--- src/rtl/isa_pkg.sv ---
// ISA definitions shared by the instruction encoder and decoder: opcodes, operand
// formats and which register fields each format actually reads or writes.
package isa_pkg;

    typedef enum logic [3:0] {
        OP_NOP    = 4'd0,  OP_ALU    = 4'd1,  OP_ADDI   = 4'd2,  OP_XORI   = 4'd3,
        OP_MOV    = 4'd4,  OP_SHIFT  = 4'd5,  OP_MULT   = 4'd6,  OP_HASH   = 4'd7,
        OP_RDRAM  = 4'd8,  OP_WRRAM  = 4'd9,  OP_JUMP   = 4'd10, OP_WRIMM  = 4'd11,
        OP_CJUMP  = 4'd12, OP_RSVD13 = 4'd13, OP_RSVD14 = 4'd14, OP_HALT   = 4'd15
    } opcode_e;

    typedef enum logic [3:0] {
        FMT_NONE, FMT_RRW, FMT_RRI, FMT_RW, FMT_RIW, FMT_RR, FMT_WI, FMT_J, FMT_RSVD
    } fmt_e;

    // Field-use mask bit order is {wreg, rreg1, rreg0}
    localparam logic [2:0] USE_R0 = 3'b001;
    localparam logic [2:0] USE_R1 = 3'b010;
    localparam logic [2:0] USE_W  = 3'b100;

    function automatic fmt_e op_fmt(input opcode_e op);
        fmt_e f;
        case (op)
            OP_ALU, OP_MULT:             f = FMT_RRW;
            OP_CJUMP:                    f = FMT_RRI;
            OP_MOV, OP_SHIFT, OP_HASH:   f = FMT_RW;
            OP_RDRAM:                    f = FMT_RIW;
            OP_WRRAM:                    f = FMT_RR;
            OP_ADDI, OP_XORI, OP_WRIMM:  f = FMT_WI;
            OP_JUMP:                     f = FMT_J;
            OP_RSVD13, OP_RSVD14:        f = FMT_RSVD;
            default:                     f = FMT_NONE;
        endcase
        return f;
    endfunction

    function automatic logic [2:0] fmt_use(input fmt_e f);
        logic [2:0] m;
        case (f)
            FMT_RRW: m = USE_R0 | USE_R1 | USE_W;
            FMT_RRI: m = USE_R0 | USE_R1;
            FMT_RW:  m = USE_R0 | USE_W;
            FMT_RIW: m = USE_R0 | USE_W;
            FMT_RR:  m = USE_R0 | USE_R1;
            FMT_WI:  m = USE_W;
            default: m = 3'b000;
        endcase
        return m;
    endfunction

endpackage

--- src/rtl/instr_pack.sv ---
// Combinational packer: opcode, physical registers and immediate into the 16-bit
// ISA word, plus the mask of register fields the format depends on.
module instr_pack
    import isa_pkg::*;
(
    input  logic [3:0]  op,
    input  logic [4:0]  wreg,
    input  logic [4:0]  rreg0,
    input  logic [4:0]  rreg1,
    input  logic [11:0] imm,
    output logic [15:0] word,
    output logic [2:0]  use_mask,
    output logic        illegal
);
    fmt_e       fmt;
    logic [3:0] a, b, c;

    always_comb begin
        fmt = op_fmt(opcode_e'(op));
        a   = 4'd0;
        b   = 4'd0;
        c   = 4'd0;
        // Register index is the physical ID without its valid LSB
        case (fmt)
            FMT_RRW: begin a = rreg0[4:1]; b = rreg1[4:1]; c = wreg[4:1]; end
            FMT_RRI: begin a = rreg0[4:1]; b = rreg1[4:1]; c = imm[3:0];  end
            FMT_RW:  begin a = rreg0[4:1]; c = wreg[4:1];                 end
            FMT_RIW: begin a = rreg0[4:1]; b = imm[3:0];   c = wreg[4:1]; end
            FMT_RR:  begin a = rreg0[4:1]; b = rreg1[4:1];                end
            FMT_WI:  begin a = wreg[4:1];  {b, c} = imm[7:0];             end
            FMT_J:   {a, b, c} = imm;
            default: ;
        endcase
        word     = {a, b, c, op};
        use_mask = fmt_use(fmt);
        illegal  = (fmt == FMT_RSVD);
    end

endmodule

--- src/rtl/instr_encoder.sv ---
// Streams checked, packed instructions into IMEM at consecutive addresses until a
// HALT has been written or a beat fails its field checks.
module instr_encoder
    import isa_pkg::*;
#(
    parameter int ADDR_W = 8
) (
    input  logic              clk,
    input  logic              rst_n,
    input  logic              start,
    input  logic              in_valid,
    output logic              in_ready,
    input  logic [3:0]        in_op,
    input  logic [4:0]        in_wreg,
    input  logic [4:0]        in_rreg0,
    input  logic [4:0]        in_rreg1,
    input  logic [11:0]       in_imm,
    output logic              mem_we,
    output logic [ADDR_W-1:0] mem_addr,
    output logic [15:0]       mem_wdata,
    input  logic              mem_ready,
    output logic              busy,
    output logic              done,
    output logic              err,
    output logic [1:0]        err_code,
    output logic [ADDR_W:0]   count
);
    localparam logic [1:0] S_IDLE = 2'd0;
    localparam logic [1:0] S_RUN  = 2'd1;
    localparam logic [1:0] S_DONE = 2'd2;
    localparam logic [1:0] S_ERR  = 2'd3;
    localparam logic [ADDR_W:0] FULL = {1'b1, {ADDR_W{1'b0}}};

    logic [1:0]        state_q, state_d;
    logic              halt_seen_q, halt_seen_d, halt_pend_q, halt_pend_d;
    logic              mem_we_q, mem_we_d, done_q, done_d, err_q, err_d;
    logic [ADDR_W-1:0] mem_addr_q, mem_addr_d;
    logic [15:0]       mem_wdata_q, mem_wdata_d;
    logic [1:0]        err_code_q, err_code_d, code;
    logic [ADDR_W:0]   count_q, count_d;
    logic [15:0]       word;
    logic [2:0]        use_mask;
    logic              illegal, reg_miss, hs, beat;

    instr_pack u_pack (
        .op       (in_op),
        .wreg     (in_wreg),
        .rreg0    (in_rreg0),
        .rreg1    (in_rreg1),
        .imm      (in_imm),
        .word     (word),
        .use_mask (use_mask),
        .illegal  (illegal)
    );

    assign in_ready = (state_q == S_RUN) && !halt_seen_q && (!mem_we_q || mem_ready);
    assign beat     = in_valid && in_ready;
    assign hs       = mem_we_q && mem_ready;
    assign reg_miss = |(use_mask & {~in_wreg[0], ~in_rreg1[0], ~in_rreg0[0]});

    always_comb begin
        state_d     = state_q;
        halt_seen_d = halt_seen_q;
        halt_pend_d = halt_pend_q;
        mem_we_d    = mem_we_q;
        mem_addr_d  = mem_addr_q;
        mem_wdata_d = mem_wdata_q;
        done_d      = done_q;
        err_d       = err_q;
        err_code_d  = err_code_q;
        count_d     = count_q;
        code        = 2'd0;

        if (hs) begin
            mem_we_d    = 1'b0;
            halt_pend_d = 1'b0;
            count_d     = count_q + (ADDR_W+1)'(1);
            if (halt_pend_q) begin
                done_d  = 1'b1;
                state_d = S_DONE;
            end
        end

        // A beat only happens with no write left pending after this cycle,
        // so count_d is the exact number of words already in IMEM.
        if (beat) begin
            if (illegal)              code = 2'd1;
            else if (reg_miss)        code = 2'd2;
            else if (count_d == FULL) code = 2'd3;

            if (code != 2'd0) begin
                err_d      = 1'b1;
                err_code_d = code;
                state_d    = S_ERR;
            end else begin
                mem_we_d    = 1'b1;
                mem_addr_d  = count_d[ADDR_W-1:0];
                mem_wdata_d = word;
                halt_pend_d = (in_op == OP_HALT);
                halt_seen_d = (in_op == OP_HALT);
            end
        end

        if (start && state_q != S_RUN) begin
            state_d     = S_RUN;
            count_d     = '0;
            mem_addr_d  = '0;
            done_d      = 1'b0;
            err_d       = 1'b0;
            err_code_d  = 2'd0;
            halt_seen_d = 1'b0;
            halt_pend_d = 1'b0;
        end
    end

    always_ff @(posedge clk or negedge rst_n) begin
        if (!rst_n) begin
            state_q     <= S_IDLE;
            halt_seen_q <= 1'b0;
            halt_pend_q <= 1'b0;
            mem_we_q    <= 1'b0;
            mem_addr_q  <= '0;
            mem_wdata_q <= '0;
            done_q      <= 1'b0;
            err_q       <= 1'b0;
            err_code_q  <= 2'd0;
            count_q     <= '0;
        end else begin
            state_q     <= state_d;
            halt_seen_q <= halt_seen_d;
            halt_pend_q <= halt_pend_d;
            mem_we_q    <= mem_we_d;
            mem_addr_q  <= mem_addr_d;
            mem_wdata_q <= mem_wdata_d;
            done_q      <= done_d;
            err_q       <= err_d;
            err_code_q  <= err_code_d;
            count_q     <= count_d;
        end
    end

    assign mem_we    = mem_we_q;
    assign mem_addr  = mem_addr_q;
    assign mem_wdata = mem_wdata_q;
    assign busy      = (state_q == S_RUN) || mem_we_q;
    assign done      = done_q;
    assign err       = err_q;
    assign err_code  = err_code_q;
    assign count     = count_q;

endmodule

--- config.mk ---
export PLATFORM = sky130hd
export DESIGN_NAME = instr_encoder
export DESIGN_NICKNAME = d
export VERILOG_FILES = /design/src/rtl/isa_pkg.sv /design/src/rtl/instr_pack.sv /design/src/rtl/instr_encoder.sv
export SDC_FILE = /design/constraint.sdc
export NUM_CORES = 1
export LEC_CHECK = 0
export CORE_ASPECT_RATIO = 0.5
export CORE_UTILIZATION = 45
export CTS_CLUSTER_SIZE = 24
export DETAILED_ROUTE_END_ITERATION = 8
export GPL_TIMING_DRIVEN = 0
export PLACE_DENSITY_LB_ADDON = 0.25
export SYNTH_ARGS = -nofsm -noshare
export SYNTH_HDL_FRONTEND = slang
export SYNTH_SLANG_ARGS = --single-unit
--- constraint.sdc ---
create_clock -name clk -period 3.2 [get_ports clk]
set_input_delay 0.32 -clock clk [delete_from_list [all_inputs] [get_ports clk]]
set_output_delay 0.32 -clock clk [all_outputs]
set_load 0.005 [all_outputs]
# Word level (Yosys, flattened, before mapping)

Memory sizes are Yosys's and may differ from the RTL's.
Cells that the tools add are included.

Word-level logic and storage cells: 93
Memories kept: 1
Bits in registers: 42
Bits in read-only memories: 64
Input port bits: 36

Memory list:

| name            | words | bits a word | rd ports | clocked after memory_dff | wr ports | RTL line      | RTL |
|---|---|---|---|---|---|---|---|
| (no name shown) | 16    | 4           | 1        | 0                        | 0        | isa_pkg.sv:23 | `case (op)` |

Eq/ne operators: 13
Reduce and logical (&&, ||, !) cells: 26
Add/sub/neg operators: 1
Muxes and demuxes: 37
Bitwise operators: 5

Operators by type and width:

| kind                                                  | count |
|---|---|
| two-way mux 2 bit                                     | 12 |
| two-way mux 8 bit                                     | 3 |
| one-hot mux 4 bit (3 select lines)                    | 2 |
| two-way mux 9 bit                                     | 2 |
| == test 4 x 3 -> 1 bit, second input constant         | 4 |
| two-way mux 1 bit                                     | 16 |
| one-hot mux 3 bit (4 select lines)                    | 1 |
| OR reduction 3 bit                                    | 4 |
| nonzero test 2 bit                                    | 5 |
| adder 9 x 1 -> 9 bit, second input constant           | 1 |
| == test 9 bit, second input constant                  | 1 |
| == test 4 x 2 -> 1 bit, second input constant         | 2 |
| == test 4 bit, second input constant                  | 2 |
| one-hot mux 4 bit (2 select lines)                    | 1 |
| AND reduction 2 bit                                   | 4 |
| OR reduction 2 bit                                    | 3 |
| logical AND 1 bit                                     | 5 |
| OR reduction 5 bit                                    | 1 |
| == test 4 x 1 -> 1 bit, second input constant         | 1 |
| inequality test 2 x 1 -> 1 bit, second input constant | 2 |
| inverter 1 bit                                        | 4 |
| bitwise AND 3 bit                                     | 1 |
| == test 2 x 1 -> 1 bit, second input constant         | 1 |
| zero test 1 bit                                       | 2 |
| logical OR 1 bit                                      | 2 |

# Longest topological paths before layout

Gate-level depths: netlist of the first run.
An unclocked memory read counts as a cell.

Depth in word-level cells: 13
Depth in mapped cells: 10
Depth with buffers taken out: 8

# Hierarchy

Synthesis of the first run repeated with hierarchy kept, for this count alone.

Cells, all modules: 236
Area, all modules: 2567.5 um^2

By module, submodules not included:

| module        | cells each | instances | seq. area each (um^2) | area each (um^2) |
|---|---|---|---|---|
| instr_encoder | 166        | 1         | 1051.0                | 2055.7 |
| instr_pack    | 70         | 1         | 0.0                   | 511.7 |

# Least setup slack after synthesis of the first run

Ideal clock, no wire load.

Path type: input -> register
Start point: in in_op[1]
End point: reg mem_addr_q[7] (netlist: mem_addr[7])
Path slack: 0.342 ns
Buffers on the path: 2
Library setup time: 0.125 ns
Stages on the path: 10
Data required time: 3.075 ns
Data arrival time: 2.733 ns
Cells stage by stage: clkbuf_1 -> inv_1 -> ha_1 -> nor2b_1 -> mux2_2 -> a21o_4 -> a221oi_4 -> nand4b_4 -> buf_6 -> mux2_4

Word-level cells in the longest chain between the ends: 12
Elaborated cells on any way between the ends: 19

Ends and longest elaborated chain:

| item                                                             | RTL line             | RTL |
|---|---|---|
| start, declared                                                  | instr_encoder.sv:13  | `input logic [3:0] in_op,` |
| memory read (16 x 4 bit) (*)                                     | -                    |  |
| == test 4 x 2 -> 1 bit or == test 4 x 3 -> 1 bit (tied branches) | isa_pkg.sv:39        | `case (f)` |
| OR reduction 2 bit (no line)                                     | -                    |  |
| one-hot mux 3 bit (4 select lines)                               | isa_pkg.sv:39        |  |
| bitwise AND 3 bit                                                | instr_encoder.sv:59  | `assign reg_miss = \|(use_mask & {~in_wreg[0], ~in_rreg1[0], ~in_rreg0[0]});` |
| OR reduction 3 bit                                               | instr_encoder.sv:59  |  |
| two-way mux 2 bit                                                | instr_encoder.sv:88  | `else if (reg_miss) code = 2'd2;` |
| two-way mux 2 bit (*)                                            | instr_encoder.sv:87  | `if (illegal) code = 2'd1;` |
| two-way mux 2 bit (*)                                            | instr_encoder.sv:86  | `if (beat) begin` |
| nonzero test 2 bit (*)                                           | instr_encoder.sv:91  | `if (code != 2'd0) begin` |
| inequality test 2 x 1 -> 1 bit (no line) (*)                     | -                    |  |
| AND reduction 2 bit (no line) (*)                                | -                    |  |
| end signal, assigned                                             | instr_encoder.sv:133 | `mem_addr_q <= mem_addr_d;` |
| end, declared                                                    | instr_encoder.sv:37  | `logic [ADDR_W-1:0] mem_addr_q, mem_addr_d;` |

Mark *: on every way between the ends. The rest lies on a longest branch, timed or not. The select of a mux whose other input is x is not followed.
A chain may end at the register's enable or synchronous reset.

# Worst setup path in the final report of the first run

Start point: in in_op[1]
End point: reg mem_wdata_q[7] (netlist: mem_wdata[7])

Word-level cells in the longest chain between the ends: 12
Elaborated cells on any way between the ends: 23

Ends and longest elaborated chain:

| item                                                 | RTL line                        | RTL |
|---|---|---|
| memory read (16 x 4 bit) (*)                         | -                               |  |
| == test 4 x 2 -> 1 bit, or another cell as far along | isa_pkg.sv:39, instr_pack.sv:24 |  |
| OR reduction 2 bit (no line)                         | -                               |  |
| one-hot mux 3 bit (4 select lines)                   | isa_pkg.sv:39                   |  |
| bitwise AND 3 bit                                    | instr_encoder.sv:59             |  |
| OR reduction 3 bit                                   | instr_encoder.sv:59             |  |
| two-way mux 2 bit                                    | instr_encoder.sv:88             |  |
| two-way mux 2 bit                                    | instr_encoder.sv:87             |  |
| two-way mux 2 bit                                    | instr_encoder.sv:86             |  |
| nonzero test 2 bit                                   | instr_encoder.sv:91             |  |
| inverter 1 bit (no line)                             | -                               |  |
| AND reduction 2 bit (no line)                        | -                               |  |
| end signal, assigned                                 | instr_encoder.sv:134            | `mem_wdata_q <= mem_wdata_d;` |
| end, declared                                        | instr_encoder.sv:38             | `logic [15:0] mem_wdata_q, mem_wdata_d;` |

Marked as above.

==> impl_results.md, run 1 <==
- Row count: 18
- Met1 WL: 2.69 mm
- Die X: 105 um
- Pwr Density: 597 nW/um^2
- Max Cap Viol: 0
- Leak pwr: 1.54 nW
- H-Tree Depth: 2
- Startpoint type of the worst setup path: input port
- Max_slew headroom: 63.1%
- CTS clk-pin slew, worst paths: 0.09 ns
- CP arrival: 3.30 ns
- Reg2reg path depth: 8
- Post-synth EDFFs: 0
- DR WL met3: 267 um
- Final-report hold violation count: 0
- Die area: 5610 um^2
- Total DRC errors in the routed layout: 0
- Initial core utilization: 47.7%
- Placed Instances: 373
- Most frequent cells in the layout: clkdlybuf4s50_1 (73), dfrtp_1 (42), nand2_1 (29)
- Synth Warn #: 0
- Clock Path Buffers: 2
- Pins Over Slew Limit: 0
- CP Max Fanout: 10
- Highest ir drop seen on vdd: 0.363 mV
- Final GP Congestion: 0.797
- Async set-reset flop share out of synthesis: 100%
- Minimum clock period: 3.11 ns
- Area grow syn2layout: 41.6%
- Crit Reg-Reg Startpoint: count[0]
- Top_reg_cell synth: dfrtp_1
- Met2 wire length: 2.73 mm
- FF+latch count, synth: 42
- Largest net degree at the start of global routing: 36
- WL final: 5.78 mm
- Count of different cell masters after synthesis: 39
- Nets: 355
- Core ar.: 5000 um^2
- Reg-to-reg endpoint: mem_wdata[7]
- Top achievable clock speed: 321 MHz
- Num Clock Sinks: 42
- Final instance area: 3380 um^2
- Layout cells sized above 1: 13.0%
- Vias after detailed routing: 2045
- Setup CP Type: input port to flop
- Layout Cells excl Fill: 385
- Routed vias/inst: 5.31
- Detailed-router iteration count before antenna repair: 4
- R2R Setup Slk: 0.66 ns
- Worst-skew pair later-pin latency: 0.30 ns
- Hold_ws: 0.385 ns
- Uppermost routed layer: met4
- Number of global-route vias before repair: 1868
- Max Clock Skew: 0.00886 ns
- IO buf count: 74
- Status: finished, final reports clean
- Die H: 53.5 um
- Critical Path End Type: flop
- HPWL after DPL: 4.27 mm
- Initial antenna violation count: 0
- ANT cells: 0
- Area after DPL: 3230 um^2
- CTS tree: done
- Average size of a mapped cell: 10.5 um^2
- Final setup viols: 0
- Min-delay worst type: input port to asynchronous set/reset pin
- TritonCTS buffer count: 5
- First-pass GRT wire length: 9.06 mm
- Wirelength per Cell: 15.0 um
- Post-synthesis sequential area ratio: 44.1%
- Grt total ovfl: 0
- Syn_nets: 269
- Starting DRT DRC Count: 46
- Clock Tree Root: clkbuf_8
- Required time of the critical path: 3.39 ns
- Number of I/O pins: 76
- Cell Area, Synth: 2380 um^2
- Worst-Margin Slew: 0.552 ns
- Post-DRT Antenna Nets: 0
- Final Cycle Share: 97.2%
- Post-Route Setup TNS: 0 ns
- Synthesized instance count: 228
- GR Util All Layers: 21.7%
- Most common cell after layout, fill and taps aside: clkdlybuf4s50_1
==> Yosys cell counts, types with 7 or more instances <==
cell,instances,area (um^2)
nand2_1,29,109
mux2_4,14,210
dfrtp_1,42,1050
clkbuf_1,9,33.8
and2_1,7,43.8
a21oi_1,11,55.1
nor2_1,14,52.6
mux2i_1,9,90.1
mux2_2,8,90.1
o21ai_0,11,55.1
inv_1,7,26.3
==> sequential cells by signal (all words and copies together) (netlist names) <==
name	cells
err	1
done	1
count	9
halt_seen_q	1
mem_addr	8
mem_we	1
state_q	2
halt_pend_q	1
mem_wdata	16
err_code	2
==> kinds of logic (layout without fill, tap and decap cells) <==
group	Yosys count	in the layout	share of synthesized area, %
flops	42	42	44.1
fa+ha+maj	5	5	2.62
mux	31	31	16.4
xor+xnor	11	11	4.04
buf+inv	18	105	3.46
simple gates	80	80	17.4
compound gates	41	41	12.0
==> per-stage QoR <==
step / utilization (%) / worst slack [ns] / total power (W)
global placement: 64.3 / -0.585 / 0.00157
detailed placement: 64.6 / -0.658 / 0.00159
CTS: 67.3 / 0.0773 / 0.00203
finish: 67.5 / 0.0881 / 0.00202
global route: 67.5 / -0.0181 / 0.00213
floorplan: - / 0.342 / 0.00115
==> cell type report <==
type / count / area, um^2
clock buffers: 6 / 72.6
inverters: 7 / 26.3
plain buffers: 11 / 60.1
repair buffers: 79 / 788
multi-input cells: 168 / 1250
well taps: 70 / 87.6
clock inverters: 2 / 37.5
fillers: 410 / 1620
flip-flops and latches: 42 / 1050
==> repair_timing <==
item,4_1_cts,5_1_grt
endpoints found under the hold margin,7,0
resized for setup,2,2
setup buffers,2,1
pin swaps,1,1
hold buffers,1,0
setup endpoints to repair,27,21
==> per-layer routing <==
metal	vias up	track usage, %
met4	0	7.75
met2	68	37.2
li1	967	-
met3	13	4.93
met5	-	0
met1	997	27.5
==> power breakdown <==
group | switching, W | leakage (nW) | internal, W
clock network | 0.000193 | 0.0514 | 0.000233
logic | 0.000288 | 0.941 | 0.000528
registers | 0.000102 | 0.550 | 0.000673
==> critical path, stage by stage <==
cell and delay [ns]:
clkdlybuf4s50_1 0.55, buf_4 0.21, inv_1 0.13, ha_2 0.41, nor2b_1 0.07, mux2_2 0.27
a21o_4 0.25, a221oi_4 0.39, nand4b_4 0.17, buf_6 0.20, mux2_4 0.30
==> worst max path at each step <==
stage                        start       endpoint  slack, ns  depth (start not counted)
after global routing      in_op[1]  mem_wdata[10]      -0.02                         11
final                     in_op[1]   mem_wdata[7]       0.09                         11
after CTS                 in_op[1]   mem_wdata[7]       0.08                         11
after detailed placement  in_op[1]   mem_wdata[7]      -0.66                         11
after floorplan           in_op[1]    mem_addr[7]       0.34                         10
after global placement    in_op[1]   mem_wdata[7]      -0.58                         11
No activity file was read; power rests on OpenSTA's default activity.
==> run 2, diff against run 1 <==
- GPL_TIMING_DRIVEN: 0 -> 1
==> impl_results.md, run 2 (synthesis results as in run 1) <==
- ANT cells: 0 (unchanged)
- HPWL after DPL: 4.08 mm (-4.5%)
- Final Cycle Share: 90.1% (-7.1 points)
- Setup CP Type: input port to flop
- Die X: 105 um (unchanged)
- Final instance area: 3300 um^2 (-2.2%)
- Routed vias/inst: 5.24 (-1.4%)
- Die H: 53.5 um (unchanged)
- Critical Path End Type: flop
- Wirelength per Cell: 14.6 um (-3.0%)
- Max Clock Skew: 0.00244 ns (-0.00642 ns)
- Final-report hold violation count: 0 (unchanged)
- Post-Route Setup TNS: 0 ns (unchanged)
- Most frequent cells in the layout: clkdlybuf4s50_1 (74), dfrtp_1 (42), nand2_1 (29)
- WL final: 5.45 mm (-5.7%)
- Num Clock Sinks: 42 (unchanged)
- Worst-skew pair later-pin latency: 0.29 ns (about the same)
- Most common cell after layout, fill and taps aside: clkdlybuf4s50_1
- Post-DRT Antenna Nets: 0 (unchanged)
- Core ar.: 5000 um^2 (unchanged)
- Number of global-route vias before repair: 1929 (+3.3%)
- Largest net degree at the start of global routing: 43 (+19%)
- Startpoint type of the worst setup path: input port
- Vias after detailed routing: 1959 (-4.2%)
- GR Util All Layers: 21.7% (+0.056 points)
- Row count: 18 (unchanged)
- Initial core utilization: 47.7% (unchanged)
- Minimum clock period: 2.88 ns (-0.228 ns)
- Max reg flops: 16 (unchanged)
- Clock Path Buffers: 2 (unchanged)
- Total DRC errors in the routed layout: 0 (unchanged)
- Crit Reg-Reg Startpoint: count[0]
- CTS tree: done
- Post_cts resized: 0 (-2)
- Reg-to-reg endpoint: mem_wdata[1]
- Cts hold-fix bufs: 0 (-1)
- Starting DRT DRC Count: 99 (+120%)
- Detailed-router iteration count before antenna repair: 6 (+2)
- Min-delay worst type: input port to asynchronous set/reset pin
- Status: finished, final reports clean
- Required time of the critical path: 3.39 ns (about the same)
- Final GP Congestion: 0.796 (-0.15%)
- CP Max Fanout: 16 (+6)
- Worst-Margin Slew: 0.937 ns (+0.385 ns)
- Grt total ovfl: 0 (unchanged)
- Pwr Density: 600 nW/um^2 (+0.52%)
- First-pass GRT wire length: 9.24 mm (+2.0%)
- Final setup viols: 0 (unchanged)
- TritonCTS buffer count: 5 (unchanged)
- Post-CTS Setup Bufs: 0 (-2)
- Highest ir drop seen on vdd: 0.361 mV (-0.53%)
- IO buf count: 75 (+1.4%)
- Area grow syn2layout: 38.5%
- Fill cells: 407 (-0.73%)
- Leak pwr: 1.51 nW (-1.9%)
- Layout cells sized above 1: 12.2% (-0.84 points)
- CP arrival: 3.07 ns (-0.23 ns)
- R2R Setup Slk: 0.47 ns (-0.19 ns)
- Initial antenna violation count: 0 (unchanged)
- Number of I/O pins: 76 (unchanged)
- Reg2reg path depth: 8 (unchanged)
- Pins Over Slew Limit: 0 (unchanged)
- Area after DPL: 3190 um^2 (-1.1%)
- Max Cap Viol: 0 (unchanged)
- Clock Tree Root: clkbuf_8
- Nets: 344 (-3.1%)
- Top achievable clock speed: 347 MHz (+7.9%)
- Max_slew headroom: 37.5% (-26 points)
- CTS clk-pin slew, worst paths: 0.08 ns (about the same)
- Die area: 5610 um^2 (unchanged)
- H-Tree Depth: 2 (unchanged)
- RSZ-0062 raised after global routing: false
## run 2: cell types whose count changed in the layout (fill, tap and decap cells not counted)
| cell | change |
|---|---|
| buf_12 | -1 |
| buf_6 | -2 |
| clkbuf_1 | -8 |
| clkdlybuf4s50_1 | +1 |
| dlygate4sd3_1 | -1 |
| ha_1 | +1 |
| ha_2 | -1 |
## run 2: area by class of cell
class	count	area (um^2)	area share [%]
Clock inverter	2	37.5	1.14
Sequential cell	42	1050	31.8
Clock buffer	6	72.6	2.20
Inverter	7	26.3	0.796
Tap cell	70	87.6	2.65
Timing Repair Buffer	79	776	23.5
Multi-Input combinational cell	168	1250	37.9
## run 2: worst max-delay path by stage
| stage | startpoint | endpoint | slack [ns] | cells past startpoint |
|---|---|---|---|---|
| final | in_op[0] | mem_wdata[15] | 0.32 | 10 |
| after global routing | in_op[1] | mem_wdata[5] | 0.14 | 10 |
| after CTS | in_op[0] | mem_wdata[15] | 0.33 | 10 |
| after detailed placement | in_op[0] | mem_wdata[13] | 0.02 | 10 |
| after global placement | in_op[0] | mem_wdata[15] | 0.14 | 10 |
| after floorplan | in_op[1] | mem_addr[7] | 0.34 | 10 |
## run 2: power by group
group | leakage, nW | internal, W | switching, W
registers | 0.550 | 0.000673 | 0.0000977
logic | 0.911 | 0.000511 | 0.000275
clock network | 0.0514 | 0.000233 | 0.000192
## run 2: per-stage QoR
stage	utilization (%)	setup WS [ns]	instances	hold WS [ns]	total power (W)
final	66.0	0.316	374	0.159	0.00198
after global routing	66.0	0.140	374	0.243	0.00210
after CTS	66.0	0.333	374	0.194	0.00200
after detailed placement	63.8	0.0189	366	0.469	0.00157
after global placement	63.8	0.141	366	0.465	0.00156
after floorplan	-	0.342	228	0.0244	0.00115
## run 2: routing by layer
metal	vias up	GRT usage, %	part of all wire [%]
met5	-	0	0
met1	955	27.5	48
li1	951	-	-
met3	11	4.31	3.2
met2	42	37.5	47
met4	0	8.69	1.7
## run 2: worst max-delay path: stages
cell and delay (ns):
clkdlybuf4s50_1 0.54, inv_1 0.09, ha_1 0.40, nor2b_1 0.09, mux2_2 0.29, a21o_4 0.24, a221oi_4 0.39, nand4b_4 0.13
buf_4 0.24, mux2_4 0.32
==> run 3, diff against run 2 <==
- CORE_UTILIZATION: 45 -> 42
- clock period: 3.2 -> 2.4 ns (I/O delays scaled with it)
==> impl_results.md, run 3 (synthesis results as in run 1) <==
- Final instance area: 3590 um^2 (+8.7%)
- CP arrival: 2.49 ns (-0.58 ns)
- Top achievable clock speed: 432 MHz
- Pins Over Slew Limit: 0 (unchanged)
- Initial antenna violation count: 0 (unchanged)
- TritonCTS buffer count: 5 (unchanged)
- Power Total: 0.00286 W (+44%)
- ANT cells: 0 (unchanged)
- Max_slew headroom: 36.6% (-0.97 points)
- Status: finished, final reports clean
- Worst-skew pair later-pin latency: 0.28 ns (about the same)
- Most frequent cells in the layout: clkdlybuf4s50_1 (72), dfrtp_1 (42), buf_4 (30)
- GR Util All Layers: 22.2% (+0.51 points)
- Largest net degree at the start of global routing: 43 (unchanged)
- Detailed-router iteration count before antenna repair: 4 (-2)
- Reg-to-reg endpoint: mem_wdata[0]
- Routed vias/inst: 5.25 (+0.19%)
- WL final: 6.22 mm (+14%)
- Nets: 373 (+8.4%)
- Layout cells sized above 1: 21.3% (+9.2 points)
- Die X: 109 um (+3.4%)
- Vias after detailed routing: 2115 (+8.0%)
- Critical Path End Type: flop
- CTS clk-pin slew, worst paths: 0.06 ns (-0.02 ns)
- RSZ-0062 raised after global routing: false
- Final-report hold violation count: 0 (unchanged)
- Pwr Density: 796 nW/um^2 (+33%)
- CTS tree: done
- IO buf count: 75 (unchanged)
- Num Clock Sinks: 42 (unchanged)
- Die area: 6000 um^2 (+6.9%)
- Reg2reg path depth: 8 (unchanged)
- Layout Cells excl Fill: 403 (+7.8%)
- Starting DRT DRC Count: 83 (-16%)
- CP Max Fanout: 8 (-8)
- Startpoint type of the worst setup path: flop
- Leak pwr: 1.68 nW (+11%)
- Total DRC errors in the routed layout: 0 (unchanged)
- First-pass GRT wire length: 10.3 mm (+11%)
- Required time of the critical path: 2.57 ns (-0.82 ns)
- H-Tree Depth: 2 (unchanged)
- Clock Path Buffers: 2 (unchanged)
- Clock Tree Root: clkbuf_16
- Setup CP Type: flop to flop
- Area after DPL: 3420 um^2 (+7.3%)
- Highest ir drop seen on vdd: 0.405 mV (+12%)
- Number of global-route vias before repair: 2097 (+8.7%)
- Area grow syn2layout: 50.5%
- Post-DRT Antenna Nets: 0 (unchanged)
- Final setup viols: 0 (unchanged)
- Worst-Margin Slew: 0.952 ns (+0.0146 ns)
- R2R Setup Slk: 0.08 ns (-0.39 ns)
- CP Launch Point: count[1]
- Minimum clock period: 2.32 ns
- Max Cap Viol: 0 (unchanged)
- Placed Instances: 395 (+7.9%)
- Final Cycle Share: 96.5%
- Grt total ovfl: 0 (unchanged)
- Die H: 55.3 um (+3.4%)
- Most common cell after layout, fill and taps aside: clkdlybuf4s50_1
- Row count: 18 (unchanged)
- Crit Reg-Reg Startpoint: count[1]
- HPWL after DPL: 4.58 mm (+12%)
- Max Clock Skew: 0.00654 ns (+0.00409 ns)
- Number of I/O pins: 76 (unchanged)
- Final GP Congestion: 0.789 (-0.78%)
- Min-delay worst type: input port to asynchronous set/reset pin
- Post-CTS Setup Bufs: 0 (unchanged)
- Wirelength per Cell: 15.4 um (+6.0%)
- Initial core utilization: 46.0% (-1.7 points)
- Max reg flops: 16 (unchanged)
- Core ar.: 5180 um^2 (+3.6%)
- CP Capture Point: mem_wdata[0]
-- run 3: layout make-up --
class,count,area [um^2]
clock buffers,6,129
well taps,70,87.6
flip-flops and latches,42,1050
multi-input cells,168,1270
repair buffers,108,1010
fillers,425,1590
inverters,7,28.8
clock inverters,2,13.8
-- run 3: routing by layer --
| metal | vias to the layer above | global-route usage, % | share of wire, % |
|---|---|---|---|
| li1 | 1013 | - | - |
| met1 | 1036 | 28.8 | 44 |
| met2 | 54 | 37.5 | 50 |
| met3 | 12 | 4.37 | 4.1 |
| met4 | 0 | 6.76 | 1.8 |
| met5 | - | 0 | 0 |
-- run 3: how the worst min path moves through the flow --
stage                     cells past startpoint      endpoint  slack, ns
after floorplan                               0      count[0]      -0.06
after global placement                        1  mem_wdata[2]       0.43
after detailed placement                      1  mem_wdata[1]       0.44
after global routing                          1  mem_wdata[1]       0.17
after CTS                                     1  mem_wdata[1]       0.14
final                                         1  mem_wdata[1]        0.1
-- run 3: report_power, final --
part	total (W)	switching (W)	internal [W]
clock network	0.000658	0.000273	0.000386
registers	0.00102	0.000119	0.000900
logic	0.00118	0.000420	0.000759
total	0.00286	0.000812	0.00204
-- run 3: critical path, cell delays in order, from the launching register on --
cell and delay (ns):
dfrtp_1 0.40, buf_4 0.15, and3_1 0.19, a211o_1 0.30
a22oi_1 0.18, nand4_1 0.25, nand4b_4 0.22, buf_6 0.17
mux2_2 0.34
-- run 3: per-stage QoR --
stage | utilization, % | worst slack, ns | setup TNS (ns) | hold slack [ns]
floorplan | - | 0.00757 | 0 | -0.0556
global placement | 66.1 | -0.286 | -7.29 | 0.427
detailed placement | 66.1 | -0.381 | -9.95 | 0.436
CTS | 69.2 | 0.0622 | 0 | 0.137
global route | 69.3 | 0.0171 | 0 | 0.174
finish | 69.3 | 0.0838 | 0 | 0.0992
-- run 3: repair_timing --
| item | CTS | global route |
|---|---|---|
| cloned | 0 | 0 |
| endpoints found under the setup margin | 24 | 11 |
| hold buffers | 0 | 0 |
| gates resized for setup | 8 | 2 |
| pin swaps | 4 | 3 |
